==> src/rtl/sys_array_result_collector.sv <==
// Realigns lane-skewed systolic-array outputs into whole result vectors, buffers them in a
// credit-protected FIFO and streams them out. Optional ReLU clamp: define SYS_COLLECT_RELU_EN.
module sys_array_result_collector #(
    parameter int DATA_WIDTH = 8,
    parameter int LANES      = 4,
    parameter int PIPE_LAT   = 4,
    parameter int FIFO_DEPTH = 8,
    parameter int LEN_W      = 16
) (
    input  logic                                    clk,
    input  logic                                    reset,
    input  logic                                    start,
    input  logic [LEN_W-1:0]                        frame_len,
    input  logic                                    vec_valid,
    output logic                                    vec_ready,
    input  logic [LANES-1:0][2*DATA_WIDTH-1:0]      array_out,
    output logic                                    res_valid,
    input  logic                                    res_ready,
    output logic [LANES-1:0][2*DATA_WIDTH-1:0]      res_data,
    output logic                                    res_last,
    output logic                                    busy,
    output logic                                    done
);

    localparam int RW    = 2 * DATA_WIDTH;
    localparam int TL    = PIPE_LAT + LANES - 1;
    localparam int PTR_W = $clog2(FIFO_DEPTH);
    localparam int OCC_W = $clog2(FIFO_DEPTH + TL + 1) + 1;
    localparam int EW    = LANES * RW + 1;

    typedef enum logic [1:0] {IDLE, RUN, DRAIN} state_t;

    state_t                  state_q, state_d;
    logic [LEN_W-1:0]        frame_len_q, frame_len_d;
    logic [LEN_W-1:0]        issued_q, issued_d;
    logic [LEN_W-1:0]        written_q, written_d;
    logic [TL-1:0]           tag_q, tag_d;
    logic [PTR_W-1:0]        rd_ptr_q, rd_ptr_d;
    logic [PTR_W-1:0]        wr_ptr_q, wr_ptr_d;
    logic [OCC_W-1:0]        mem_cnt_q, mem_cnt_d;
    logic                    res_valid_q, res_valid_d;
    logic                    res_last_q, res_last_d;
    logic [LANES-1:0][RW-1:0] res_data_q, res_data_d;
    logic                    done_q, done_d;
    logic [EW-1:0]           mem_q [FIFO_DEPTH];

    logic [LANES-1:0][RW-1:0] aligned;
    logic [LANES-1:0][RW-1:0] wr_data;
    logic [OCC_W-1:0]        inflight;
    logic [OCC_W-1:0]        fifo_cnt;
    logic                    issue, wr_en, wr_last, pop, load_out, mem_we, mem_rd;

    // Lane t arrives t cycles after lane 0, so it needs LANES-1-t stages to line up.
    for (genvar t = 0; t < LANES; t++) begin : g_deskew
        localparam int N = LANES - 1 - t;
        if (N == 0) begin : g_direct
            assign aligned[t] = array_out[t];
        end else begin : g_delay
            logic [RW-1:0] dly_q [N];
            logic [RW-1:0] dly_d [N];
            always_comb begin
                dly_d[0] = array_out[t];
                for (int k = 1; k < N; k++) dly_d[k] = dly_q[k-1];
            end
            always_ff @(posedge clk) dly_q <= dly_d;
            assign aligned[t] = dly_q[N-1];
        end
    end

    always_comb begin
        for (int t = 0; t < LANES; t++) begin
`ifdef SYS_COLLECT_RELU_EN
            wr_data[t] = aligned[t][RW-1] ? '0 : aligned[t];
`else
            wr_data[t] = aligned[t];
`endif
        end
    end

    // Credit is computed from registered occupancy only, keeping res_ready off this path.
    always_comb begin
        inflight = '0;
        for (int k = 0; k < TL; k++) inflight = inflight + OCC_W'(tag_q[k]);
        fifo_cnt  = mem_cnt_q + OCC_W'(res_valid_q);
        vec_ready = (state_q == RUN) && (issued_q < frame_len_q) &&
                    ((fifo_cnt + inflight) < OCC_W'(FIFO_DEPTH));
        issue     = vec_valid && vec_ready;
        tag_d     = (tag_q << 1) | TL'(issue);
        wr_en     = tag_q[TL-1];
        wr_last   = (written_q == frame_len_q - LEN_W'(1));
        pop       = res_valid_q && res_ready;
    end

    // The output register is the FIFO head; an empty FIFO is bypassed straight into it.
    always_comb begin
        res_valid_d = res_valid_q;
        res_last_d  = res_last_q;
        res_data_d  = res_data_q;
        rd_ptr_d    = rd_ptr_q;
        wr_ptr_d    = wr_ptr_q;
        load_out    = !res_valid_q || pop;
        mem_rd      = load_out && (mem_cnt_q != '0);
        mem_we      = wr_en && !(load_out && (mem_cnt_q == '0));
        if (load_out) begin
            if (mem_cnt_q != '0) begin
                {res_last_d, res_data_d} = mem_q[rd_ptr_q];
                res_valid_d = 1'b1;
                rd_ptr_d    = rd_ptr_q + PTR_W'(1);
            end else if (wr_en) begin
                {res_last_d, res_data_d} = {wr_last, wr_data};
                res_valid_d = 1'b1;
            end else begin
                res_valid_d = 1'b0;
            end
        end
        if (mem_we) wr_ptr_d = wr_ptr_q + PTR_W'(1);
        mem_cnt_d = mem_cnt_q + OCC_W'(mem_we) - OCC_W'(mem_rd);
    end

    always_comb begin
        state_d     = state_q;
        frame_len_d = frame_len_q;
        issued_d    = issued_q + LEN_W'(issue);
        written_d   = written_q + LEN_W'(wr_en);
        done_d      = 1'b0;
        case (state_q)
            IDLE: begin
                if (start) begin
                    frame_len_d = frame_len;
                    issued_d    = '0;
                    written_d   = '0;
                    if (frame_len == '0) done_d  = 1'b1;
                    else                 state_d = RUN;
                end
            end
            RUN: begin
                if (issued_q == frame_len_q) state_d = DRAIN;
            end
            DRAIN: begin
                if ((written_q == frame_len_q) && (fifo_cnt == '0)) begin
                    state_d = IDLE;
                    done_d  = 1'b1;
                end
            end
            default: state_d = IDLE;
        endcase
    end

    always_ff @(posedge clk) begin
        if (mem_we) mem_q[wr_ptr_q] <= {wr_last, wr_data};
    end

    always_ff @(posedge clk) begin
        if (reset) begin
            state_q     <= IDLE;
            frame_len_q <= '0;
            issued_q    <= '0;
            written_q   <= '0;
            tag_q       <= '0;
            rd_ptr_q    <= '0;
            wr_ptr_q    <= '0;
            mem_cnt_q   <= '0;
            res_valid_q <= 1'b0;
            res_last_q  <= 1'b0;
            res_data_q  <= '0;
            done_q      <= 1'b0;
        end else begin
            state_q     <= state_d;
            frame_len_q <= frame_len_d;
            issued_q    <= issued_d;
            written_q   <= written_d;
            tag_q       <= tag_d;
            rd_ptr_q    <= rd_ptr_d;
            wr_ptr_q    <= wr_ptr_d;
            mem_cnt_q   <= mem_cnt_d;
            res_valid_q <= res_valid_d;
            res_last_q  <= res_last_d;
            res_data_q  <= res_data_d;
            done_q      <= done_d;
        end
    end

    assign res_valid = res_valid_q;
    assign res_data  = res_data_q;
    assign res_last  = res_last_q;
    assign done      = done_q;
    assign busy      = (state_q != IDLE);

endmodule

==> config.mk <==
export PLATFORM = sky130hd
export DESIGN_NAME = sys_array_result_collector
export DESIGN_NICKNAME = d
export VERILOG_FILES = /design/src/rtl/sys_array_result_collector.sv
export SDC_FILE = /design/constraint.sdc
export NUM_CORES = 1
export LEC_CHECK = 0
export ABC_AREA = 1
export CAP_MARGIN = 20
export CORE_ASPECT_RATIO = 0.8
export CORE_UTILIZATION = 54
export DETAILED_ROUTE_END_ITERATION = 10
export GPL_TIMING_DRIVEN = 1
export PLACE_DENSITY = 0.76
export SETUP_SLACK_MARGIN = 0.5
export SYNTH_ARGS = -nofsm -noshare
export SYNTH_HDL_FRONTEND = slang
export SYNTH_SLANG_ARGS = --single-unit
==> constraint.sdc <==
create_clock -name clk -period 4.8 [get_ports clk]
set_clock_uncertainty 0.2 [all_clocks]
set_input_delay 0.72 -clock clk [delete_from_list [all_inputs] [get_ports clk]]
set_output_delay 0.72 -clock clk [all_outputs]
set_load 0.005 [all_outputs]
==> reports/results.ini <==
[run_status]
outcome = completed

[timing]
fin_crit_ps = 4480
setup_ws_ps = 318
rsz0062_at_grt = yes
holdWs_ps = 115
relSlewSlack = 0.238
period_share = 0.934
timing.final.max_slew_violations = 0
worstMarginPinSlew_ps = 1140
setup_viol = 0
fin_tns_setup_ps = 0
fmax_mhz = 223
hold_violations = 0

[final_layout]
postLayoutCellArea_um2 = 33800
seqCellArea_um2 = 20300
nNetsFinal = 2686
antennaDiodeCount = 0
finalNonFillerCells = 3310
drive_above_1_share = 0.0867
layout_common_cells = edfxtp_1 (520), a21oi_1 (445), nand2_1 (426)
n_fill_cell = 3763
synthToLayoutAreaGrowth_pct = 17.4
final_util = 0.644
layout_commonest_cell = edfxtp_1
multi_input_area_um2 = 7650

[setup_path]
slowest_stage = fa_1
critPathMaxStageDelay_ps = 550
path_cells = fa_1, inv_2, fa_1, fa_2, inv_2, ha_4, nand2_4, o31ai_4, xor2_1, nand3_1, buf_4, buf_6, inv_4, buf_6
r2r_end = issued_q[14]$_SDFF_PP0_
rr_worst_depth = 25
critPathArrivalTime_ps = 3560
critPathCapture = vec_ready
crit_required_ps = 3880
start_kind = register
critPathLaunch = tag_q[0]$_SDFF_PP0_
end_kind = output pin
r2r_slack_ps = 450
crit_type = register to output pin
reg2reg_from = tag_q[0]$_SDFF_PP0_
cp_max_fo = 2

[global_routing]
grt_util_met1 = 0.346
grt_max_degree = 111
grt_usage = 0.253
grt_pass1_vias = 19400
grt_overflow = 0
gr-max-usage-layer = met2
grt_use_met3 = 0.0503
antenna_found_initial = 2
grt_pass1_wl_um = 106000
met2_usage = 0.414

[clocking]
cts_buffer_depth = 3
cts_buffers = 71
clock_sinks = 754
clk_latency_ps = 630
htree_levels = 3
tritoncts = built
clk_pin_slew_ps = 60
clockRootBuffer = clkbuf_16

[pwr]
p_leak_nw = 12.3
peakVddDrop_mv = 0.429
power_mw = 17.8
power_density_nw_per_um2 = 527

[yosys]
syn_inst = 2426
synth-main-ff-cell = edfxtp_1
yosys.area.top_type_share = 0.542
synth_edf_count = 520
ys_ff_latch = 754
yosysTopAreaCell = edfxtp_1
mappedNetlistArea_um2 = 28800
postSynthAreaPerCell_um2 = 11.9
synthDistinctLibCells = 43
ys_warn_count = 0
ys_seq_area_frac = 0.704
yosys-top-cells-area = edfxtp_1 (54%), dfxtp_1 (16%), a21oi_1 (7.7%)
synth_nets = 2554
async_flop_share = 0

[detailed_routing]
dr.pass1.iters = 6
wl_per_cell_um = 20.7
drc = 0
drt_iter0_drc = 2032
antenna_left = 0
routed_wl_um = 68700
viasPerCell = 5.92
num_vias = 19600

[floorplan]
die_w_um = 260
placementRows = 75
die_h_um = 209
boundaryPins = 154
floorplan.initialDensity = 0.549
coreArea_um2 = 52600
fp.dieArea_um2 = 54300

[place]
place_area_um2 = 31100
dp.final_hpwl_um = 37500
dp_cells = 3166
post-place-ws_ps = 225
gp_congestion = 0.831
portBuffers = 153

[min_path]
holdCritPathClass = register to register

[run]
drv_cap = 0

synth_stat cells (4+ instances only):
library cell	n
a211oi_1	65
a21oi_1	446
a221oi_1	64
buf_2	74
buf_4	8
clkbuf_1	57
dfxtp_1	234
edfxtp_1	520
fa_1	4
ha_1	39
inv_1	112
nand2_1	431
nand3_1	22
nand4_1	6
nor2_1	88
nor2_2	8
nor3_1	7
nor4_1	7
o21ai_0	171
o21ai_1	5
xnor2_1	10
xor2_1	15
where the power goes:
group | leakage [nW] | switching (mW) | internal (mW) | total [mW]
clock network | 1.20 | 2.45 | 3.34 | 5.79
logic | 4.47 | 2.88 | 1.55 | 4.43
registers | 6.62 | 0.344 | 7.26 | 7.60
total | 12.3 | 5.67 | 12.2 | 17.8
layer usage:
metal,up-vias,share of wire
li1,9005,-
met1,9537,0.40
met2,913,0.48
met3,149,0.096
met4,4,0.023
met5,-,0.00036
worst min path at each step:
| stage | depth (start not counted) | endpoint | slack (ps) | startpoint |
|---|---|---|---|---|
| after floorplan | 0 | aligned[0]$_DFF_P_ | 110 | g_deskew[0].g_delay.dly_d[0]$_DFF_P_ |
| after global placement | 0 | aligned[24]$_DFF_P_ | 110 | g_deskew[1].g_delay.dly_d[8]$_DFF_P_ |
| after detailed placement | 0 | g_deskew[0].g_delay.dly_d[3]$_DFF_P_ | 110 | g_deskew[0].g_delay.dly_d[19]$_DFF_P_ |
| after CTS | 0 | aligned[2]$_DFF_P_ | 120 | g_deskew[0].g_delay.dly_d[2]$_DFF_P_ |
| after global routing | 0 | aligned[2]$_DFF_P_ | 120 | g_deskew[0].g_delay.dly_d[2]$_DFF_P_ |
| final | 0 | aligned[2]$_DFF_P_ | 120 | g_deskew[0].g_delay.dly_d[2]$_DFF_P_ |
sequential cells by signal (all words and copies together) (netlist names), named ones only:
signal and flops:
res_data 64, issued_q 16, res_valid 1, g_deskew.g_delay.dly_q 16, tag_q 7, res_last 1
mem_q 520, mem_cnt_q 5, written_q 16, done 1, wr_ptr_q 3, g_deskew.g_delay.dly_d 48
aligned 32, frame_len_q 16, rd_ptr_q 3, state_q 2
critical path: cells and delay by family, from the launching register on:
| kind | cells | cell delay, ps |
|---|---|---|
| xor+xnor | 1 | 180 |
| buf+inv | 6 | 540 |
| simple gates | 2 | 180 |
| compound gates | 1 | 190 |
| fa+ha+maj | 4 | 1540 |
| flops | 1 | 330 |
what timing repair did:
item                                    CTS  global route
resized for setup                        30            17
buffers inserted                          8             3
cloned                                    0             0
hold buffers                              0             0
endpoints found under the setup margin    6            10
pin swaps                                13            13
cell type report:
type | instances | area share
sequential | 754 | 0.600
multi-input combinational | 1415 | 0.226
clock buffer | 106 | 0.0628
timing repair buffer | 203 | 0.0621
tap | 693 | 0.0256
inverter | 113 | 0.0129
clock inverter | 26 | 0.0104
cells by family (layout without fill, tap and decap cells):
kind of cell,count (synthesis),after routing,share of synthesized area
AOI/OAI and AO/OA,758,758,0.146
xor gates and xnor gates,25,25,0.00759
adders and majority gates,43,43,0.0197
buffers and inverters,257,448,0.0387
DFF,754,754,0.704
and+or+nand+nor,589,589,0.0838
Power figures use the tool's default switching activity.
